File: src/rtl/seven_seg_scanner_if.sv
// Display bundle for seven_seg_scanner: BCD digits and per-digit controls in,
// multiplexed common-anode drive out.
//   master: produces digits/masks, observes display drive (clock core / testbench)
//   slave : consumes digits/masks, produces display drive (scanner)
interface seven_seg_scanner_if;
  logic [3:0] digit0;        // rightmost digit
  logic [3:0] digit1;
  logic [3:0] digit2;
  logic [3:0] digit3;        // leftmost digit
  logic [3:0] dp_mask;       // bit k -> decimal point on digit k
  logic [3:0] blink_mask;    // bit k -> digit k blinks
  logic       blank_leading; // suppress leading zeros on digits 3..1
  logic [6:0] seg;           // {g,f,e,d,c,b,a}, active-low
  logic       dp;            // decimal point, active-low
  logic [3:0] an;            // anode select, active-low
  logic       frame_tick;    // one-cycle pulse per full scan frame

  modport master (
    output digit0, digit1, digit2, digit3, dp_mask, blink_mask, blank_leading,
    input  seg, dp, an, frame_tick
  );

  modport slave (
    input  digit0, digit1, digit2, digit3, dp_mask, blink_mask, blank_leading,
    output seg, dp, an, frame_tick
  );
endinterface

File: src/rtl/seven_seg_scanner.sv
// Time-multiplexed driver for a 4-digit common-anode 7-segment display.
// Each digit owns a SCAN_DIV-cycle slot; the first BLANK_GAP cycles of a slot keep all
// anodes off to avoid ghosting. Digit value, decimal point, leading-zero blank and blink
// state are captured once at slot start. All state moves on the falling edge of MCLK.
// Ports:
//   MCLK        - master clock (falling-edge active)
//   resetSignal - asynchronous active-low reset
//   disp        - display bundle (slave side): digits/masks in, seg/dp/an/frame_tick out
module seven_seg_scanner #(
  parameter int unsigned SCAN_DIV   = 50000,
  parameter int unsigned BLANK_GAP  = 500,
  parameter int unsigned BLINK_HALF = 32
) (
  input  logic                MCLK,
  input  logic                resetSignal,
  seven_seg_scanner_if.slave  disp
);

  localparam int unsigned PW = $clog2(SCAN_DIV);
  localparam int unsigned FW = $clog2(BLINK_HALF) + 1;
  localparam logic [PW-1:0] PRESC_LAST = PW'(SCAN_DIV - 1);
  localparam logic [FW-1:0] FRAME_LAST = FW'(BLINK_HALF - 1);

  // Scan state
  logic [PW-1:0] prescaler;
  logic [1:0]    slot;
  logic [FW-1:0] frameCnt;
  logic          blinkPhase;

  // Values captured at slot start
  logic [3:0]    digitLat;
  logic          dpLat;
  logic          darkLat;

  // Registered display drive
  logic [6:0]    segQ;
  logic          dpQ;
  logic [3:0]    anQ;
  logic          frameTickQ;

  // Next-state helpers
  logic          prescWrap;
  logic          frameEnd;
  logic          frameWrap;
  logic [1:0]    slotNext;
  logic          blinkPhaseNext;
  logic [3:0]    digitSel;
  logic          dpSel;
  logic          blankSel;
  logic          blinkSel;
  logic          inGap;

  // Active-high segment pattern; invalid BCD shows a dash
  function automatic logic [6:0] decode(input logic [3:0] d);
    logic [6:0] s;
    case (d)
      4'd0:    s = 7'h3F;
      4'd1:    s = 7'h06;
      4'd2:    s = 7'h5B;
      4'd3:    s = 7'h4F;
      4'd4:    s = 7'h66;
      4'd5:    s = 7'h6D;
      4'd6:    s = 7'h7D;
      4'd7:    s = 7'h07;
      4'd8:    s = 7'h7F;
      4'd9:    s = 7'h6F;
      default: s = 7'h40;
    endcase
    return s;
  endfunction

  // Slot sequencing, blink phase and the capture values for the slot about to start
  always_comb begin
    prescWrap      = (prescaler == PRESC_LAST);
    frameEnd       = prescWrap && (slot == 2'd3);
    frameWrap      = frameEnd && (frameCnt == FRAME_LAST);
    slotNext       = prescWrap ? slot + 2'd1 : slot;
    // Capture for slot0 happens on the same edge the phase may toggle, so use the new phase
    blinkPhaseNext = frameWrap ? ~blinkPhase : blinkPhase;
    inGap          = (32'(prescaler) < BLANK_GAP);

    digitSel = disp.digit0;
    blankSel = 1'b0;
    case (slotNext)
      2'd3: begin
        digitSel = disp.digit3;
        blankSel = disp.blank_leading && (disp.digit3 == 4'd0);
      end
      2'd2: begin
        digitSel = disp.digit2;
        blankSel = disp.blank_leading && (disp.digit3 == 4'd0) && (disp.digit2 == 4'd0);
      end
      2'd1: begin
        digitSel = disp.digit1;
        blankSel = disp.blank_leading && (disp.digit3 == 4'd0) && (disp.digit2 == 4'd0)
                   && (disp.digit1 == 4'd0);
      end
      default: begin
        digitSel = disp.digit0;
        blankSel = 1'b0;
      end
    endcase

    dpSel    = disp.dp_mask[slotNext];
    blinkSel = disp.blink_mask[slotNext] && blinkPhaseNext;
  end

  // State and output registers; outputs reflect the state held before this edge
  always_ff @(negedge MCLK or negedge resetSignal) begin
    if (!resetSignal) begin
      prescaler  <= '0;
      slot       <= 2'd0;
      frameCnt   <= '0;
      blinkPhase <= 1'b0;
      digitLat   <= 4'd0;
      dpLat      <= 1'b0;
      darkLat    <= 1'b0;
      segQ       <= 7'h7F;
      dpQ        <= 1'b1;
      anQ        <= 4'hF;
      frameTickQ <= 1'b0;
    end else begin
      prescaler  <= prescWrap ? '0 : prescaler + PW'(1);
      slot       <= slotNext;
      blinkPhase <= blinkPhaseNext;
      frameTickQ <= frameEnd;

      if (frameEnd) begin
        frameCnt <= frameWrap ? '0 : frameCnt + FW'(1);
      end

      if (prescWrap) begin
        digitLat <= digitSel;
        dpLat    <= dpSel;
        darkLat  <= blankSel || blinkSel;
      end

      // A dark digit (blanked or blinked off) keeps anode, segments and dp all off
      if (inGap || darkLat) begin
        anQ  <= 4'hF;
        segQ <= 7'h7F;
        dpQ  <= 1'b1;
      end else begin
        anQ  <= ~(4'b0001 << slot);
        segQ <= ~decode(digitLat);
        dpQ  <= ~dpLat;
      end
    end
  end

  assign disp.seg        = segQ;
  assign disp.dp         = dpQ;
  assign disp.an         = anQ;
  assign disp.frame_tick = frameTickQ;

endmodule

File: src/flat_wrapper.sv
// flat-port wrapper written by rule: the top's interface ports become plain ports
module seven_seg_scanner_flat 
#(
  parameter int unsigned SCAN_DIV   = 50000,
  parameter int unsigned BLANK_GAP  = 500,
  parameter int unsigned BLINK_HALF = 32
)
  (MCLK, resetSignal, disp_digit0, disp_digit1, disp_digit2, disp_digit3, disp_dp_mask, disp_blink_mask, disp_blank_leading, disp_seg, disp_dp, disp_an, disp_frame_tick);
  seven_seg_scanner_if disp_i ();
  input  logic MCLK;
  input  logic resetSignal;
  input wire logic [$bits(disp_i.digit0)-1:0] disp_digit0;
  input wire logic [$bits(disp_i.digit1)-1:0] disp_digit1;
  input wire logic [$bits(disp_i.digit2)-1:0] disp_digit2;
  input wire logic [$bits(disp_i.digit3)-1:0] disp_digit3;
  input wire logic [$bits(disp_i.dp_mask)-1:0] disp_dp_mask;
  input wire logic [$bits(disp_i.blink_mask)-1:0] disp_blink_mask;
  input wire logic [$bits(disp_i.blank_leading)-1:0] disp_blank_leading;
  output wire logic [$bits(disp_i.seg)-1:0] disp_seg;
  output wire logic [$bits(disp_i.dp)-1:0] disp_dp;
  output wire logic [$bits(disp_i.an)-1:0] disp_an;
  output wire logic [$bits(disp_i.frame_tick)-1:0] disp_frame_tick;
  assign disp_i.digit0 = disp_digit0;
  assign disp_i.digit1 = disp_digit1;
  assign disp_i.digit2 = disp_digit2;
  assign disp_i.digit3 = disp_digit3;
  assign disp_i.dp_mask = disp_dp_mask;
  assign disp_i.blink_mask = disp_blink_mask;
  assign disp_i.blank_leading = disp_blank_leading;
  assign disp_seg = disp_i.seg;
  assign disp_dp = disp_i.dp;
  assign disp_an = disp_i.an;
  assign disp_frame_tick = disp_i.frame_tick;
  seven_seg_scanner #(.SCAN_DIV(SCAN_DIV), .BLANK_GAP(BLANK_GAP), .BLINK_HALF(BLINK_HALF)) u_core (.MCLK(MCLK), .resetSignal(resetSignal), .disp(disp_i));
endmodule
File: config.mk
export PLATFORM = sky130hd
export DESIGN_NAME = seven_seg_scanner_flat
export DESIGN_NICKNAME = d
export VERILOG_FILES = /design/src/rtl/seven_seg_scanner_if.sv /design/src/rtl/seven_seg_scanner.sv /design/src/flat_wrapper.sv
export SDC_FILE = /design/constraint.sdc
export NUM_CORES = 1
export LEC_CHECK = 0
export ABC_AREA = 1
export BUFFER_PORTS_ARGS = -buffer_cell sky130_fd_sc_hd__clkbuf_2
export CORE_MARGIN = 2
export CORE_UTILIZATION = 45
export CTS_BUF_LIST = sky130_fd_sc_hd__clkbuf_8
export DETAILED_ROUTE_END_ITERATION = 16
export PLACE_DENSITY = 0.76
export SLEW_MARGIN = 20
export SYNTH_ARGS = -nofsm -noshare
export SYNTH_HDL_FRONTEND = slang
export SYNTH_SLANG_ARGS = --single-unit
File: constraint.sdc
create_clock -name MCLK -period 2.3 [get_ports MCLK]
set_clock_uncertainty 0.05 [all_clocks]
set_input_delay 0 -clock MCLK [delete_from_list [all_inputs] [get_ports MCLK]]
set_output_delay 0 -clock MCLK [all_outputs]
set_load 0.02 [all_outputs]
---- Word level (Yosys, flattened, before mapping) ----
Memory sizes are Yosys's and may differ from the RTL's.
Index checks and enable logic that the tools add are counted.
storage, ports and cells
  bits in registers ....................... 44
  memory bits (read-only) ................. 112
  input bits .............................. 27
  logic and storage cells ................. 53
  memories kept ........................... 1
operators by class
  add/subtract/negate cells ............... 3
  $lt $le $gt $ge ......................... 2
  eq/ne operators ......................... 6
  shift operators ......................... 1
  muxes and demuxes ....................... 14
  bitwise operators ....................... 4
  reduce and logical (&&, ||, !) cells .... 11
memories
  memory           words  width  read ports  clocked after Yosys merged registers in  write ports  line                     RTL
  (no name shown)  16     7      1           0                                        0            seven_seg_scanner.sv:56  case (d)
operators with widths
  operator                                                                        count
  16-bit by 1-bit adder with 16-bit output (second input constant)                1
  16-bit equality test (second input constant)                                    1
  16-bit by 9-bit less-than comparator with 1-bit output (second input constant)  1
  16-bit 2-to-1 mux                                                               1
  7-bit 2-to-1 mux                                                                2
  4-bit zero test                                                                 3
  4-bit case mux with 3 select lines                                              1
  7-bit inverter                                                                  1
  6-bit by 1-bit adder with 6-bit output (second input constant)                  1
  2-bit equality test (second input constant)                                     3
  6-bit by 5-bit equality test with 1-bit output (second input constant)          1
  1-bit logical AND                                                               6
  6-bit 2-to-1 mux                                                                1
  1-bit binary-select mux with 2-bit select                                       2
  1-bit 2-to-1 mux                                                                4
  4-bit 2-to-1 mux                                                                1
  4-bit inverter                                                                  1
  1-bit by 2-bit << shifter with 4-bit output (first input constant)              1
  2-bit by 3-bit less-than comparator with 1-bit output (second input constant)   1
  1-bit case mux with 3 select lines                                              1
  2-bit by 1-bit adder with 2-bit output (second input constant)                  1
  2-bit by 1-bit equality test with 1-bit output (second input constant)          1
  1-bit logical OR                                                                2
  2-bit 2-to-1 mux                                                                1
  1-bit inverter                                                                  2

---- Depth between registers and ports, before layout ----
  depth after elaboration ................. 6
  depth in mapped cells ................... 14

==> impl_metrics.yaml <==
run_status:
  status: "completed"
sta:
  fin_ws_ns: 0.07552
  hold_violations: 0
  slew_headroom: 0.7555
  rsz0062_at_grt: "false"
  finalSetupViolCount: 0
  holdWs_ns: 0.3417
  tns_ns: 0
  maxSlewViolCount: 0
  max_slew.worst_pin.slew_ns: 0.3653
global_route:
  gr-usage-all-layers: 0.1778
  overflow: 0
  grt_pass1_vias: 2022
  antenna_found_initial: 0
  grt_pass1_wl_mm: 8.797
  grt_max_degree: 45
placed_design:
  globalplace.congestion: 0.9085
  port_buffers: 39
  post-place-ws_ns: 0.1805
  dp_hpwl_mm: 3.856
synth:
  ys_seq_elements: 44
  synth_top_area_frac: 0.3195
  seq_area_frac_synth: 0.4453
  syn_avg_cell_area_um2: 8.190
  synth_area_um2: 2506
  synthCells: 306
  syn_nets: 345
  ys_warn_count: 0
  synth_top_cell_by_area: "dfrtn_1"
  synth_area_leaders: "dfrtn_1 (32%), dfstp_2 (13%), nand2_1 (11%)"
  synth.distinct_cells: 32
detailed_routing:
  vias: 2115
  drtIter0Drc: 134
  drt-vias-per-instance: 4.829
  ant_nets: 0
  wire_per_inst_um: 11.30
  drt-pass1-iter-count: 4
  wirelength_mm: 4.950
  drc: 0
min_path:
  min_path_cells: 1
  min_to: "u_core.prescaler[0]$_DFF_NN0_"
  hold_path.class: "reg2reg"
  min-delay-start: "u_core.prescaler[0]$_DFF_NN0_"
final_layout:
  fillers: 508
  final_cell_mix: "nand2_1 (74), inv_1 (48), clkbuf_2 (39)"
  final_nets: 404
  syn_to_final_growth_pct: 17.92
  final_common_cell: "nand2_1"
  drive_gt1_frac: 0.2650
  n_antenna_cell: 0
clocking:
  cts_tree: "done"
  clk_latency_ns: 0.31
  cts_inserted_buffers: 5
  clockBufferDepth: 2
  htree_levels: 2
  clk_pin_slew_worst_paths_ns: 0.06
  cts_root_buffer: "clkbuf_8"
  cts.sinks: 44
die:
  die_width_um: 78.63
  dieArea_um2: 6182
  num_rows: 27
  core_area_um2: 5439
  ioPinCount: 40
  die_h_um: 78.63
  start_util: 0.4608
critical_path:
  arrival_ns: 2.17
  crit_path_start_kind: "flip-flop"
  path_cells: "clkbuf_2"
  reg2reg_depth: 9
  crit_buf_inv: 1
  cp_slowest_stage_delay_ns: 0.51
  cpMaxStageDelayCell: "dfstp_2"
  crit_fanout: 1
  critPathTopFamily: "flip-flops"
  critical_path_class: "reg2out"
  reg2reg_slack_ns: 0.26
  cp.required_ns: 2.25
  timing.rr.start: "u_core.prescaler[0]$_DFF_NN0_"
  endpoint_kind: "primary output"
  r2r_end: "u_core.digitLat[2]$_DFFE_NN0N_"
job:
  drv_cap: 0
pwr:
  power_density_nw_per_um2: 480.0
  leakagePower_nw: 1.542
  irDropWorstVdd_mv: 0.1796
==> registers in the layout, summed over array words and instances (netlist names) <==
signal and count:
u_core.prescaler 16, u_core.disp.seg 7, u_core.frameCnt 6, u_core.digitLat 4
u_core.disp.an 4, u_core.slot 2, u_core.blinkPhase 1, u_core.darkLat 1
u_core.disp.dp 1, u_core.disp.frame_tick 1, u_core.dpLat 1
==> area by class of cell <==
type / count / area, um2 / share of cell area
repair buffers: 42 / 230.2 / 0.07790
clock buffers: 5 / 68.82 / 0.02329
clock inverters: 15 / 70.07 / 0.02371
inverters: 39 / 146.4 / 0.04953
flip-flops and latches: 44 / 1116 / 0.3776
well taps: 72 / 90.09 / 0.03048
multi-input cells: 221 / 1234 / 0.4174
==> cells in the mapped netlist <==
cell type / instances
a21boi_0: 1
a21oi_1: 8
a21oi_2: 1
and3_1: 1
buf_6: 1
dfrtn_1: 32
dfstp_2: 12
ha_1: 12
inv_1: 37
inv_2: 3
nand2_1: 75
nand2_2: 7
nand2_4: 4
nand3_1: 27
nand3_2: 1
nand3b_1: 2
nand4_1: 2
nor2_1: 25
nor2_2: 5
nor2_4: 5
nor2_8: 1
nor3_1: 4
nor3_2: 3
nor3b_1: 1
nor4_1: 1
o211ai_1: 3
o21ai_0: 21
o21ai_1: 1
or2_1: 2
or2_2: 3
xnor2_1: 1
xor2_1: 4
==> cell families after synthesis <==
group | after synthesis | share of synthesized area
AND/OR/NAND/NOR | 169 | 0.3375
XOR/XNOR | 5 | 0.01747
adder cells (fa/ha/maj) | 12 | 0.05991
buffers and inverters | 41 | 0.06440
AO/OA/AOI/OAI | 35 | 0.07539
flip-flops | 44 | 0.4453
==> how the worst max path moves through the flow <==
stage	cells after the start	slack [ns]	endpoint	start
after floorplan	7	0.46	u_core.darkLat$_DFFE_NN0N_	disp_digit3[1]
after global placement	8	0.24	u_core.darkLat$_DFFE_NN0N_	disp_digit3[2]
after detailed placement	12	0.18	u_core.dpLat$_DFFE_NN0N_	u_core.prescaler[0]$_DFF_NN0_
after CTS	1	0.06	disp_dp	u_core.disp.dp$_DFF_NN1_
after global routing	1	0.04	disp_dp	u_core.disp.dp$_DFF_NN1_
final	1	0.08	disp_dp	u_core.disp.dp$_DFF_NN1_
==> per-stage QoR <==
stage / util / area [um2] / cells / total power, mW
after floorplan: - / 2506 / 306 / 0.8346
after global placement: 0.5176 / 2815 / 419 / 0.8793
after detailed placement: 0.5176 / 2815 / 419 / 0.8788
after CTS: 0.5424 / 2950 / 438 / 1.436
after global routing: 0.5434 / 2955 / 438 / 1.497
final: 0.5434 / 2955 / 438 / 1.418
==> what timing repair did <==
action / CTS / global route
setup buffers: 0 / 0
hold buffers: 0 / 0
gates resized for setup: 0 / 2
endpoints found under the setup margin: 0 / 3
==> metal layers <==
| layer | vias to the layer above | routed length, um | track usage |
|---|---|---|---|
| met1 | 954 | 2372 | 0.2461 |
| li1 | 1092 | - | - |
| met3 | 6 | 268 | 0.03333 |
| met2 | 63 | 2235 | 0.2795 |
| met5 | - | 0 | 0 |
| met4 | 0 | 74 | 0.06140 |
==> power by group <==
part / internal, mW / switching (mW) / total (mW)
registers: 0.779 / 0 / 0.779
clock network: 0.249 / 0.339 / 0.588
logic: 0.0237 / 0.0282 / 0.0520
total: 1.05 / 0.367 / 1.42
(Power assumes the default switching activity.)
